===== config.mk =====
export PLATFORM = sky130hd
export DESIGN_NAME = weight_pingpong_buffer
export DESIGN_NICKNAME = d
export VERILOG_FILES = /design/src/rtl/weight_pingpong_buffer.sv
export SDC_FILE = /design/constraint.sdc
export NUM_CORES = 1
export LEC_CHECK = 0
export BUFFER_PORTS_ARGS = -buffer_cell sky130_fd_sc_hd__buf_2
export CAP_MARGIN = 20
export CORE_AREA = 2 2 131 133
export DETAILED_ROUTE_END_ITERATION = 16
export DIE_AREA = 0 0 133 135
export MAX_ROUTING_LAYER = met4
export PLACE_DENSITY = 0.68
export SYNTH_ARGS = -nofsm -noshare
export SYNTH_HDL_FRONTEND = slang
export SYNTH_SLANG_ARGS = --single-unit

===== constraint.sdc =====
create_clock -name clk_i -period 11.7 [get_ports clk_i]
set_clock_uncertainty 0.2 [all_clocks]
set_input_delay 1.755 -clock clk_i [delete_from_list [all_inputs] [get_ports clk_i]]
set_output_delay 1.755 -clock clk_i [all_outputs]
set_load 0.005 [all_outputs]

===== src/rtl/weight_pingpong_buffer.sv =====
`default_nettype none
// ============================================================================
// Module   : weight_pingpong_buffer
// Purpose  : Double-buffered weight staging between the weight ROM and the
//            systolic array; prefetches round r+1 while round r is active.
// Options  : WEIGHT_BUF_STALL_CNT_EN adds the 16-bit stall_cnt_o counter.
// Revision : 1.0 - initial release
// ============================================================================
module weight_pingpong_buffer #(
  parameter int N_ROWS_ARRAY        = 9,
  parameter int F_WIDTH             = 8,
  parameter int SIG_ADDRS_WIDTH     = 10,
  parameter int COUNTER_ROUND_WIDTH = 3
) (
  input  logic                              clk_i,
  input  logic                              rd_weight_rst,
  input  logic                              fetch_start_i,
  input  logic [SIG_ADDRS_WIDTH-1:0]        base_addr_i,
  input  logic [COUNTER_ROUND_WIDTH-1:0]    n_round_weight_i,
  output logic [SIG_ADDRS_WIDTH-1:0]        mem_addr_o,
  output logic                              mem_rd_ld_o,
  input  logic [N_ROWS_ARRAY*F_WIDTH-1:0]   mem_data_i,
  input  logic                              swap_i,
  output logic signed [F_WIDTH-1:0]         f_weight_o [0:N_ROWS_ARRAY-1],
  output logic                              shadow_valid_o,
  output logic                              busy_o,
  output logic                              last_round_o,
  output logic                              done_o
`ifdef WEIGHT_BUF_STALL_CNT_EN
  ,
  output logic [15:0]                       stall_cnt_o
`endif
);

  localparam int CRW1 = COUNTER_ROUND_WIDTH + 1;

  typedef enum logic [1:0] {
    S_IDLE    = 2'd0,
    S_FETCH   = 2'd1,
    S_CAPTURE = 2'd2,
    S_WAIT    = 2'd3
  } state_t;

  state_t                           state_q;
  logic [SIG_ADDRS_WIDTH-1:0]       base_q;
  logic [COUNTER_ROUND_WIDTH-1:0]   n_q;
  logic [COUNTER_ROUND_WIDTH-1:0]   fetch_idx_q;
  logic [COUNTER_ROUND_WIDTH-1:0]   swap_idx_q;
  logic [SIG_ADDRS_WIDTH-1:0]       mem_addr_q;
  logic                             mem_rd_ld_q;
  logic                             shadow_valid_q;
  logic                             last_round_q;
  logic                             done_q;
  logic signed [F_WIDTH-1:0]        shadow_q [N_ROWS_ARRAY];
  logic signed [F_WIDTH-1:0]        active_q [N_ROWS_ARRAY];

  logic [SIG_ADDRS_WIDTH-1:0]       addr_d;
  logic [CRW1-1:0]                  swap_idx_d;
  logic                             swap_ok;

  // Address wraps naturally at the ROM address width.
  assign addr_d     = base_q + SIG_ADDRS_WIDTH'(fetch_idx_q);
  assign swap_idx_d = {1'b0, swap_idx_q} + CRW1'(1);
  assign swap_ok    = swap_i && shadow_valid_q;

  always_ff @(posedge clk_i or posedge rd_weight_rst) begin
    if (rd_weight_rst) begin
      state_q        <= S_IDLE;
      base_q         <= '0;
      n_q            <= '0;
      fetch_idx_q    <= '0;
      swap_idx_q     <= '0;
      mem_addr_q     <= '0;
      mem_rd_ld_q    <= 1'b0;
      shadow_valid_q <= 1'b0;
      last_round_q   <= 1'b0;
      done_q         <= 1'b0;
      for (int i = 0; i < N_ROWS_ARRAY; i++) begin
        shadow_q[i] <= '0;
        active_q[i] <= '0;
      end
    end else begin
      done_q      <= 1'b0;
      mem_rd_ld_q <= 1'b0;
      unique case (state_q)
        S_IDLE: begin
          if (fetch_start_i) begin
            if (n_round_weight_i != '0) begin
              base_q      <= base_addr_i;
              n_q         <= n_round_weight_i;
              fetch_idx_q <= '0;
              swap_idx_q  <= '0;
              mem_addr_q  <= base_addr_i;
              mem_rd_ld_q <= 1'b1;
              state_q     <= S_FETCH;
            end else begin
              done_q <= 1'b1;
            end
          end
        end
        S_FETCH: state_q <= S_CAPTURE;
        S_CAPTURE: begin
          for (int i = 0; i < N_ROWS_ARRAY; i++)
            shadow_q[i] <= mem_data_i[i*F_WIDTH +: F_WIDTH];
          shadow_valid_q <= 1'b1;
          fetch_idx_q    <= fetch_idx_q + COUNTER_ROUND_WIDTH'(1);
          state_q        <= S_WAIT;
        end
        S_WAIT: begin
          if (swap_ok) begin
            active_q       <= shadow_q;
            shadow_valid_q <= 1'b0;
            swap_idx_q     <= swap_idx_d[COUNTER_ROUND_WIDTH-1:0];
            last_round_q   <= (swap_idx_d == {1'b0, n_q});
            if (fetch_idx_q < n_q) begin
              mem_addr_q  <= addr_d;
              mem_rd_ld_q <= 1'b1;
              state_q     <= S_FETCH;
            end else begin
              done_q  <= 1'b1;
              state_q <= S_IDLE;
            end
          end
        end
        default: state_q <= S_IDLE;
      endcase
    end
  end

  assign mem_addr_o     = mem_addr_q;
  assign mem_rd_ld_o    = mem_rd_ld_q;
  assign shadow_valid_o = shadow_valid_q;
  assign busy_o         = (state_q != S_IDLE);
  assign last_round_o   = last_round_q;
  assign done_o         = done_q;

  for (genvar g = 0; g < N_ROWS_ARRAY; g++) begin : g_weight_out
    assign f_weight_o[g] = active_q[g];
  end

`ifdef WEIGHT_BUF_STALL_CNT_EN
  logic [15:0] stall_cnt_q;

  // Counts cycles where the controller wants a swap but the prefetch is still in flight.
  always_ff @(posedge clk_i or posedge rd_weight_rst) begin
    if (rd_weight_rst) begin
      stall_cnt_q <= '0;
    end else if (state_q == S_IDLE && fetch_start_i) begin
      stall_cnt_q <= '0;
    end else if (swap_i && (state_q == S_FETCH || state_q == S_CAPTURE)
                 && stall_cnt_q != 16'hFFFF) begin
      stall_cnt_q <= stall_cnt_q + 16'd1;
    end
  end

  assign stall_cnt_o = stall_cnt_q;
`endif

endmodule
`default_nettype wire


==> impl_metrics.csv, run 1 <==
group,metric,value,unit
logic_synthesis,yosysWarnings,0,
logic_synthesis,async_flop_share,1.000,
worst_setup_path,crit_chain,"inv_1 > ha_1 > inv_1 > buf_2",
global_routing,grt_max_degree,106,
clock_network,cts_tree,"yes",
logic_synthesis,synth_cell_type_count,43,
worst_setup_path,cp_max_fo,10,
clock_network,clk_pin_slew,0.06,ns
worst_setup_path,cp_slowest_cell,"ha_1",
global_routing,grt_pass1_vias,4993,
power_and_ir_drop,p_int,1667,uW
die,rows,47,
timing,maxSlewHeadroom,0.3680,
clock_network,cts.sinks,179,
logic_synthesis,netlist_instances,641,
timing,grt_setup_unrepaired,"no",
worst_setup_path,worstSetupPathType,"flip-flop to output port",
global_routing,grt_busiest_layer,"met2",
power_and_ir_drop,powerDensity,279.3,nW/um2
hold_path,hold_path_class,"flip-flop to flip-flop",
logic_synthesis,ys_ff_latch,179,
detailed_routing,vias_per_cell,4.812,
clock_network,insertion_delay,0.41,ns
power_and_ir_drop,irDropWorstVdd,0.0001199,V
final_layout,area_growth,22.20,%
worst_setup_path,end_kind,"output port",
clock_network,cts_htree_levels,4,
detailed_routing,routed_wl,15260,um
timing,finalHoldViolCount,0,
placement,gp_congestion,0.7951,
worst_setup_path,setup.worst_path.start_class,"flip-flop",
die,die-width,133,um
global_routing,grt.total_usage,0.1833,
final_layout,nets,909,
global_routing,use_met2,0.3002,
logic_synthesis,synth_top_area_frac,0.6113,
placement,dp.cells,1008,
clock_network,cts_hold_buffers,0,
placement,hpwl,10030,um
power_and_ir_drop,power_frac_comb,0.351,
timing,worstMarginPinSlew,0.9480,ns
worst_setup_path,crit_arrival,1.86,ns
timing,fmax,262.2,MHz
clock_network,cts_resized,0,
logic_synthesis,synth_nets,742,
logic_synthesis,ys_seq_area_frac,0.6113,
worst_setup_path,critPathRequiredTime,9.75,ns
logic_synthesis,syn_avg_cell_area,11.43,um2
timing,min_period,3.815,ns
clock_network,clk_path_buf_depth,2,
logic_synthesis,ys.flop_type,"dfrtp_1",
timing,setup_viol,0,
logic_synthesis,yosys-top-cells-area,"dfrtp_1 61%, mux2_2 13%, nand2_1 12%, ha_1 1.9%, mux2i_1 1.2%",
power_and_ir_drop,swShare,0.3334,
global_routing,grt_util_met3,0.03754,
placement,port_buffers,175,
die,die_h,135,um
logic_synthesis,synth_edf_count,0,
power_and_ir_drop,p_seq_frac,0.434,
clock_network,cts_root_buf,"clkbuf_16",
final_layout,drive_above_1_share,0.3780,
final_layout,n_antenna_cell,0,
global_routing,grt_pass1_wl,25270,um
die,initial_core_util,0.4466,
power_and_ir_drop,p_leak,0.004600,uW
logic_synthesis,syn_area,7327,um2
power_and_ir_drop,p_switching,833.8,uW
worst_setup_path,timing.critical_path.mode_cell,"inv_1",
detailed_routing,via_count,5004,
logic_synthesis,synth_top_cell_by_area,"dfrtp_1",
logic_synthesis,synth.most_common_cell,"nand2_1",
logic_synthesis,synth_common_cells,"235 x nand2_1, 179 x dfrtp_1, 86 x mux2_2",
timing,min_period_over_period,0.3260,
worst_setup_path,slowest_delay,0.53,ns
global_routing,use_met1,0.2334,
placement,place_area,8369,um2
detailed_routing,initialDrtViolationCount,216,
die,die-area,17960,um2
power_and_ir_drop,pwr-share-clk,0.215,
timing,tns,0,ns
detailed_routing,dr.pass1.iters,4,
die,ios,176,
final_layout,finalInstanceArea,8954,um2
detailed_routing,drtAntennaViolNets,0,
global_routing,grt_overflow,0,
timing,hold_slack,0.2586,ns
run_status,status,"finished clean",
final_layout,post_layout_nonfiller_instances,1040,
global_routing,grt_antenna_before_repair,0,
timing,slew_violations,0,
clock_network,numCtsBuffers,17,
detailed_routing,drc,0,
die,core_area,16410,um2
run,drv_cap,0,
detailed_routing,wl_per_cell,14.68,um
clock_network,cts_setup_buffers,0,
-- sequential cells by signal (all words and copies together) (netlist names) --
signal	flops
f_weight_o	72
shadow_q	72
base_q	10
mem_addr_o	10
fetch_idx_q	3
n_q	3
swap_idx_q	3
state_q	2
done_o	1
last_round_o	1
mem_rd_ld_o	1
shadow_valid_o	1
-- power groups by stage --
stage               clock network, uW  registers (uW)  logic [uW]
finish                            538            1090         877
CTS                               556            1090         887
global placement                    0            1090         863
floorplan                           0            1080         609
global route                      582            1130         988
detailed placement                  0            1090         887
-- stage by stage --
step                        util  power [uW]  worst slack [ns]
after CTS                 0.5440        2529             7.846
after floorplan                -        1687             4.886
after global placement    0.5101        1949             7.811
after global routing      0.5457        2698             7.740
final                     0.5457        2501             7.885
after detailed placement  0.5101        1980             7.759
-- worst max-delay path, delay by kind of cell (launching register included) --
kind / cells / cell delay [ns]
buf+inv: 3 / 0.53
fa+ha+maj: 1 / 0.53
flops: 1 / 0.38
-- area by class of cell --
| cell class | count | area [um2] |
|---|---|---|
| Inverter | 9 | 38.79 |
| Sequential cell | 179 | 4479 |
| Tap cell | 220 | 275.3 |
| Fill cell | 1420 | 7453 |
| Clock buffer | 20 | 456.7 |
| Timing Repair Buffer | 180 | 933.4 |
| Multi-Input combinational cell | 421 | 2670 |
| Clock inverter | 11 | 100.1 |
-- kinds of logic (layout without fill, tap and decap cells) --
family                   count (synthesis)  count (layout)  share of synthesized area
multiplexers                            96              96                     0.1465
AND/OR/NAND/NOR                        260             260                     0.1385
adder cells (fa/ha/maj)                 12              12                    0.02152
flip-flops                             179             179                     0.6113
XOR/XNOR                                10              10                    0.01195
AO/OA/AOI/OAI                           43              43                    0.04321
buffers and inverters                   41             220                    0.02698
-- path summary, 6_finish.rpt --
check | start | endpoint | slack, ns | cells after the start
worst max-delay path | state_q[0] | busy_o | 7.89 | 4
worst min-delay path | shadow_q[69] | f_weight_o[69] | 0.26 | 2
worst max register to register | state_q[1] | swap_idx_q[2] | 8.15 | 6
worst min register to register | shadow_q[69] | f_weight_o[69] | 0.26 | 2
max in group asynchronous | rd_weight_rst | f_weight_o[28] | 8.42 | 3
min in group asynchronous | rd_weight_rst | shadow_q[32] | 1.35 | 2
-- layout by cell type (no fill, tap or decap), drive strengths merged, types with 5 or more instances in the layout --
cell type	count
mux2i	9
clkinv	5
buf	180
ha	11
inv	12
nand2	236
mux2	87
clkbuf	20
a21oi	9
nor2	11
xnor2	6
o21ai	16
dfrtp	179
-- routing by layer --
layer | wire length, um | vias to the layer above
met4 | 102 | 0
met2 | 7735 | 102
met5 | 0 | -
li1 | - | 2437
met1 | 6914 | 2457
met3 | 509 | 8
(Power assumes the default switching activity.)
==> inputs of run 2 (changes only) <==
--- a/config.mk
+++ b/config.mk
@@ -5,11 +5,12 @@
 export SDC_FILE = /design/constraint.sdc
 export NUM_CORES = 1
 export LEC_CHECK = 0
+export ABC_AREA = 1
 export BUFFER_PORTS_ARGS = -buffer_cell sky130_fd_sc_hd__buf_2
 export CAP_MARGIN = 20
-export CORE_AREA = 2 2 131 133
+export CORE_AREA = 2 2 134 136
 export DETAILED_ROUTE_END_ITERATION = 16
-export DIE_AREA = 0 0 133 135
+export DIE_AREA = 0 0 136 138
 export MAX_ROUTING_LAYER = met4
 export PLACE_DENSITY = 0.68
 export SYNTH_ARGS = -nofsm -noshare
==> constraint.sdc (replaced) <==
create_clock -name clk_i -period 3.6 [get_ports clk_i]
set_clock_uncertainty 0.2 [all_clocks]
set_input_delay 0.54 -clock clk_i [delete_from_list [all_inputs] [get_ports clk_i]]
set_output_delay 0.54 -clock clk_i [all_outputs]
set_load 0.005 [all_outputs]
==> run 2 against run 1 <==
Clock power increased to 3.3 times the previous value. Total power grew to 3.2 times the previous value. Global-route usage decreased by 0.75 points. Clock-buffer cell count shrank 1. Largest cell class unchanged. Worst hold slack worse by 0.20 ns. Critical path depth up 3. Synthesized cell count rose by 23%. Via count grew 9.4%. Sequential share of layout area shrank 1.5 points. Die area is 4.5% higher. Non-clock buffer count unchanged.
==> impl_metrics.csv, run 2 <==
group,metric,value,unit
run_status,status,"finished clean",
hold_path,hold_path_class,"primary input to async pin",
logic_synthesis,synth_nets,889,
detailed_routing,drc,0,
final_layout,post_layout_nonfiller_instances,1192,
detailed_routing,via_count,5472,
clock_network,cts.sinks,179,
die,ios,176,
logic_synthesis,yosys-top-cells-area,"dfrtp_1 58%, nand2_1 10%, o21ai_2 8.3%, o21ai_0 5.8%, inv_1 4.9%",
global_routing,grt_max_degree,149,
logic_synthesis,ys_seq_area_frac,0.5834,
worst_setup_path,critPathRequiredTime,3.75,ns
logic_synthesis,synth.most_common_cell,"nand2_1",
worst_setup_path,worstSetupPathType,"flip-flop to flip-flop",
logic_synthesis,netlist_instances,788,
worst_setup_path,crit_chain,"ha_1 > inv_4 > nor2_8 > inv_6 > buf_12 > nand2_1 > o21ai_2",
timing,setup_viol,0,
timing,fmax,381.6,MHz
worst_setup_path,crit_family,"buffers and inverters",
timing,maxSlewHeadroom,0.3690,
detailed_routing,dr.pass1.iters,4,
logic_synthesis,syn_avg_cell_area,9.743,um2
logic_synthesis,syn_area,7677,um2
power_and_ir_drop,irDropWorstVdd,0.0004865,V
logic_synthesis,yosysWarnings,0,
final_layout,seq_area,4479,um2
worst_setup_path,worstReg2RegStart,"state_q[0]",
clock_network,clk_pin_slew,0.07,ns
clock_network,cts_root_buf,"clkbuf_16",
final_layout,final_common_cell,"nand2_1",
timing,grt_setup_unrepaired,"no",
clock_network,cts_resized,0,
detailed_routing,vias_per_cell,4.591,
final_layout,postLayoutCoreUtil,0.5260,
final_layout,layout_common_cells,"205 x nand2_1, 179 x dfrtp_1, 175 x buf_2",
placement,place_ws,0.9525,ns
final_layout,n_antenna_cell,0,
worst_setup_path,crit_arrival,2.77,ns
global_routing,grt_overflow,0,
worst_setup_path,slowest_delay,0.60,ns
die,die-area,18770,um2
placement,hpwl,10320,um
logic_synthesis,synth_common_cells,"205 x nand2_1, 179 x dfrtp_1, 100 x inv_1",
worst_setup_path,rrSetupSlack,0.98,ns
clock_network,cts_setup_buffers,0,
clock_network,cts_hold_buffers,0,
detailed_routing,initialDrtViolationCount,239,
global_routing,grt_pass1_vias,5157,
worst_setup_path,worstReg2RegEnd,"f_weight_o[11]",
logic_synthesis,synth_edf_count,0,
global_routing,grt_pass1_wl,25670,um
die,initial_core_util,0.4378,
logic_synthesis,async_flop_share,1.000,
die,die-width,136,um
logic_synthesis,synth_top_area_frac,0.5834,
logic_synthesis,synth_top_cell_by_area,"dfrtp_1",
power_and_ir_drop,p_leak,0.004765,uW
timing,hold_slack,0.06218,ns
timing,finalHoldViolCount,0,
timing,worstMarginPinSlew,0.9465,ns
clock_network,cts_htree_levels,4,
worst_setup_path,cp_slowest_cell,"inv_6",
final_layout,multiInputGateArea,2534,um2
clock_network,insertion_delay,0.41,ns
placement,dp.cells,1160,
worst_setup_path,cp_num_buf_inv,3,
worst_setup_path,end_kind,"flip-flop",
final_layout,nets,1051,
die,rows,49,
timing,min_period,2.621,ns
detailed_routing,wl_per_cell,12.88,um
final_layout,area_growth,20.13,%
worst_setup_path,cp_max_fo,95,
placement,port_buffers,175,
run,drv_cap,0,
timing,min_period_over_period,0.7279,
final_layout,drive_above_1_share,0.3271,
worst_setup_path,ff2ff_path_depth,7,
clock_network,cts_tree,"yes",
detailed_routing,routed_wl,15360,um
global_routing,grt_antenna_before_repair,0,
logic_synthesis,synth_cell_type_count,25,
final_layout,nFillCells,1684,
worst_setup_path,setup.worst_path.start_class,"flip-flop",
timing,setup_ws,0.9794,ns
placement,gp_congestion,0.8627,
logic_synthesis,ys_ff_latch,179,
detailed_routing,drtAntennaViolNets,0,
clock_network,numCtsBuffers,17,
timing,tns,0,ns
logic_synthesis,ys.flop_type,"dfrtp_1",
clock_network,clk_path_buf_depth,2,
power_and_ir_drop,powerDensity,868.8,nW/um2
die,die_h,138,um
timing,slew_violations,0,
global_routing,grt.total_usage,0.1758,
die,core_area,17530,um2
[run 2: cell types whose count changed in the layout (fill, tap and decap cells not counted), moves of 5 or more]
| cell | change |
|---|---|
| o21ai_2 | +72 |
| nand2_1 | -30 |
| o21ai_0 | +77 |
| mux2_2 | -84 |
| clkinvlp_4 | +5 |
| inv_1 | +91 |
| nand3_1 | +23 |
| mux2i_1 | -9 |
| o21ai_1 | +5 |
| nand2_2 | +20 |
[run 2: tightest hold or removal path: stages]
cell and delay [ns]:
buf_2 0.11, clkinvlp_4 0.08, buf_4 0.36
[run 2: kinds of logic (layout without fill, tap and decap cells)]
kind of cell             after synthesis  in the layout  synth area share
AND/OR/NAND/NOR                      269            269            0.1463
AO/OA/AOI/OAI                        181            181            0.1540
flip-flops                           179            179            0.5834
buffers and inverters                141            316           0.08817
adder cells (fa/ha/maj)               12             12           0.02053
XOR/XNOR                               4              4          0.004564
multiplexers                           2              2          0.002933
[run 2: worst max path at each step]
stage / start / to / slack (ns) / cells after the start
2_1_floorplan: rd_weight_rst / base_q[0] / 0.57 / 1
3_3_place_gp: state_q[1] / f_weight_o[6] / 0.96 / 7
3_5_place_dp: state_q[0] / f_weight_o[4] / 0.95 / 7
4_1_cts: state_q[0] / f_weight_o[4] / 0.94 / 7
5_1_grt: state_q[0] / f_weight_o[6] / 0.78 / 7
6_report: state_q[0] / f_weight_o[11] / 0.98 / 7
[run 2: final cells by class]
class,instances,share of cell area
clock buffers,19,0.04803
clock inverters,13,0.01370
inverters,104,0.04368
multi-input cells,468,0.2747
flip-flops and latches,179,0.4857
well taps,229,0.03107
repair buffers,180,0.1031
[run 2: per-layer routing]
| layer | global-route usage | routed length (um) | vias up |
|---|---|---|---|
| li1 | - | - | 2812 |
| met1 | 0.2449 | 7181 | 2500 |
| met2 | 0.2526 | 6968 | 138 |
| met3 | 0.04180 | 897 | 22 |
| met4 | 0.06086 | 310 | 0 |
| met5 | - | 0 | - |
[run 2: power by group]
| group | internal, uW | switching, uW | total (uW) | leakage [uW] |
|---|---|---|---|---|
| Combinational | 1110 | 1790 | 2900 | 0.00226 |
| Clock | 981 | 790 | 1770 | 0.000260 |
| Sequential | 2920 | 417 | 3340 | 0.00224 |
[run 2: per-stage QoR]
stage	instance area [um2]	total power (uW)
6_report	9223	8013
2_1_floorplan	7681	5428
4_1_cts	9223	8132
5_1_grt	9223	8716
3_5_place_dp	8653	6312
3_3_place_gp	8653	6217
==> inputs of run 3 (changes only) <==
==> constraint.sdc (replaced) <==
create_clock -name clk_i -period 2.6 [get_ports clk_i]
set_clock_uncertainty 0.2 [all_clocks]
set_input_delay 0.39 -clock clk_i [delete_from_list [all_inputs] [get_ports clk_i]]
set_output_delay 0.39 -clock clk_i [all_outputs]
set_load 0.005 [all_outputs]
==> run 3 against run 2 <==
Combinational power increased by 46%. Die area unchanged. Setup slack got worse by 0.56 ns. Via count increased by 6.3%. Sequential share of layout area decreased by 3.9 points. Cell count increased by 6.0%. Worst hold slack got worse by 0.052 ns. Sequential cell count unchanged. Cell area increased by 8.7%.
==> impl_metrics.csv, run 3 (synthesis gave the netlist of run 2 again) <==
group,metric,value,unit
worst_setup_path,worstReg2RegStart,"state_q[0]",
final_layout,nets,1125,
timing,grt_setup_unrepaired,"no",
timing,min_period_over_period,0.8375,
detailed_routing,drtAntennaViolNets,0,
power_and_ir_drop,p_leak,0.005129,uW
worst_setup_path,slowest_delay,0.41,ns
clock_network,cts_root_buf,"clkbuf_16",
worst_setup_path,crit_chain,"inv_1 > ha_1 > nand2_1 > inv_1 > nand2_2 > o21ai_2 > nand3_1 > o21ai_0 > nor2_1",
hold_path,whs_endpoint,"shadow_q[13]",
worst_setup_path,crit_arrival,2.27,ns
timing,finalHoldViolCount,0,
detailed_routing,routed_wl,16690,um
timing,min_period,2.177,ns
clock_network,cts.sinks,179,
placement,gp_congestion,0.8478,
global_routing,grt_overflow,0,
clock_network,cts_tree,"yes",
worst_setup_path,worstSetupPathType,"flip-flop to flip-flop",
clock_network,clk_pin_slew,0.07,ns
detailed_routing,initialDrtViolationCount,290,
worst_setup_path,rrSetupSlack,0.42,ns
clock_network,cts_setup_buffers,0,
timing,setup_ws,0.4226,ns
die,die_h,138,um
die,ios,176,
final_layout,area_growth,30.54,%
die,rows,49,
clock_network,numCtsBuffers,17,
placement,port_buffers,175,
worst_setup_path,cp_num_buf_inv,2,
final_layout,final_common_cell,"nand2_1",
die,die-area,18770,um2
power_and_ir_drop,irDropWorstVdd,0.0008550,V
global_routing,grt_pass1_wl,27900,um
timing,maxSlewHeadroom,0.5655,
worst_setup_path,timing.critical_path.mode_cell,"inv_1",
detailed_routing,vias_per_cell,4.601,
timing,slew_violations,0,
die,die-width,136,um
timing,fmax,459.3,MHz
hold_path,hold_path_class,"primary input to flip-flop",
worst_setup_path,worstReg2RegEnd,"fetch_idx_q[2]",
detailed_routing,drc,0,
global_routing,grt_max_degree,122,
die,initial_core_util,0.4378,
worst_setup_path,crit_family,"simple AND/OR/NAND/NOR gates",
global_routing,grt_pass1_vias,5632,
run_status,status,"finished clean",
final_layout,layout_common_cells,"205 x nand2_1, 179 x dfrtp_1, 175 x buf_2",
detailed_routing,wl_per_cell,13.21,um
timing,worstMarginPinSlew,0.6518,ns
power_and_ir_drop,finalPower,11520,uW
hold_path,worstHoldPathCells,3,
worst_setup_path,critPathRequiredTime,2.70,ns
placement,place_ws,0.4523,ns
hold_path,min_from,"mem_data_i[61]",
clock_network,insertion_delay,0.42,ns
final_layout,drive_above_1_share,0.3104,
run,drv_cap,0,
clock_network,clk_path_buf_depth,2,
power_and_ir_drop,powerDensity,1150,nW/um2
worst_setup_path,ff2ff_path_depth,9,
detailed_routing,via_count,5816,
worst_setup_path,setup.worst_path.start_class,"flip-flop",
timing,tns,0,ns
global_routing,grt.total_usage,0.1924,
worst_setup_path,cp_slowest_cell,"dfrtp_1",
timing,setup_viol,0,
global_routing,grt_antenna_before_repair,1,
worst_setup_path,cp_max_fo,27,
clock_network,cts_htree_levels,4,
detailed_routing,dr.pass1.iters,4,
placement,hpwl,11000,um
die,core_area,17530,um2
worst_setup_path,end_kind,"flip-flop",
-- run 3: cell types whose count changed in the layout (fill, tap and decap cells not counted), moves of 2 or more --
cell           change
buf_12             +3
clkinv_4           -2
clkinvlp_4         -4
buf_4              +6
bufinv_16          +3
dlygate4sd3_1     +65
-- run 3: per-layer routing --
layer | global-route usage | share of wire | vias to the layer above
li1 | - | - | 2961
met1 | 0.2558 | 0.46 | 2689
met2 | 0.2891 | 0.47 | 140
met3 | 0.04070 | 0.051 | 26
met4 | 0.07566 | 0.020 | 0
met5 | - | 0 | -
-- run 3: stage by stage --
step | instances | utilization | hold WS (ns) | area [um2]
4_1_cts | 1263 | 0.5714 | 0.001780 | 10020
6_report | 1264 | 0.5716 | 0.009793 | 10020
5_1_grt | 1264 | 0.5716 | 0.003740 | 10020
2_1_floorplan | 788 | - | 0.2652 | 7681
3_3_place_gp | 1169 | 0.4995 | 0.2603 | 8758
3_5_place_dp | 1169 | 0.4995 | 0.2632 | 8758
-- run 3: power by group --
part	leakage, uW	switching (uW)	internal (uW)
Clock	0.000294	1020	1640
Combinational	0.00259	2550	1690
Sequential	0.00224	569	4050
Total	0.00513	4140	7380
-- run 3: cell type report --
type,instances,area [um2]
flip-flops and latches,179,4479
inverters,104,402.9
repair buffers,254,1707
clock inverters,9,153.9
fillers,1556,7512
diodes,1,2.502
well taps,229,286.5
clock buffers,20,456.7
multi-input cells,468,2534
-- run 3: what timing repair did --
| action | 4_1_cts | 5_1_grt |
|---|---|---|
| hold endpoints to repair | 122 | 0 |
| gates resized for setup | 0 | 0 |
| hold buffers | 65 | 0 |
-- run 3: worst max path at each step --
| stage | endpoint | slack (ns) | cells after the start | start |
|---|---|---|---|---|
| floorplan | base_q[0] | -0.28 | 1 | rd_weight_rst |
| global placement | fetch_idx_q[2] | 0.56 | 9 | state_q[0] |
| detailed placement | fetch_idx_q[2] | 0.45 | 9 | state_q[0] |
| CTS | fetch_idx_q[2] | 0.43 | 9 | state_q[0] |
| global route | fetch_idx_q[2] | 0.22 | 9 | state_q[0] |
| finish | fetch_idx_q[2] | 0.42 | 9 | state_q[0] |
-- run 3: tightest hold or removal path, cell delays in order --
cell and delay, ns:
buf_2 0.08, nand2_1 0.04, o21ai_0 0.07
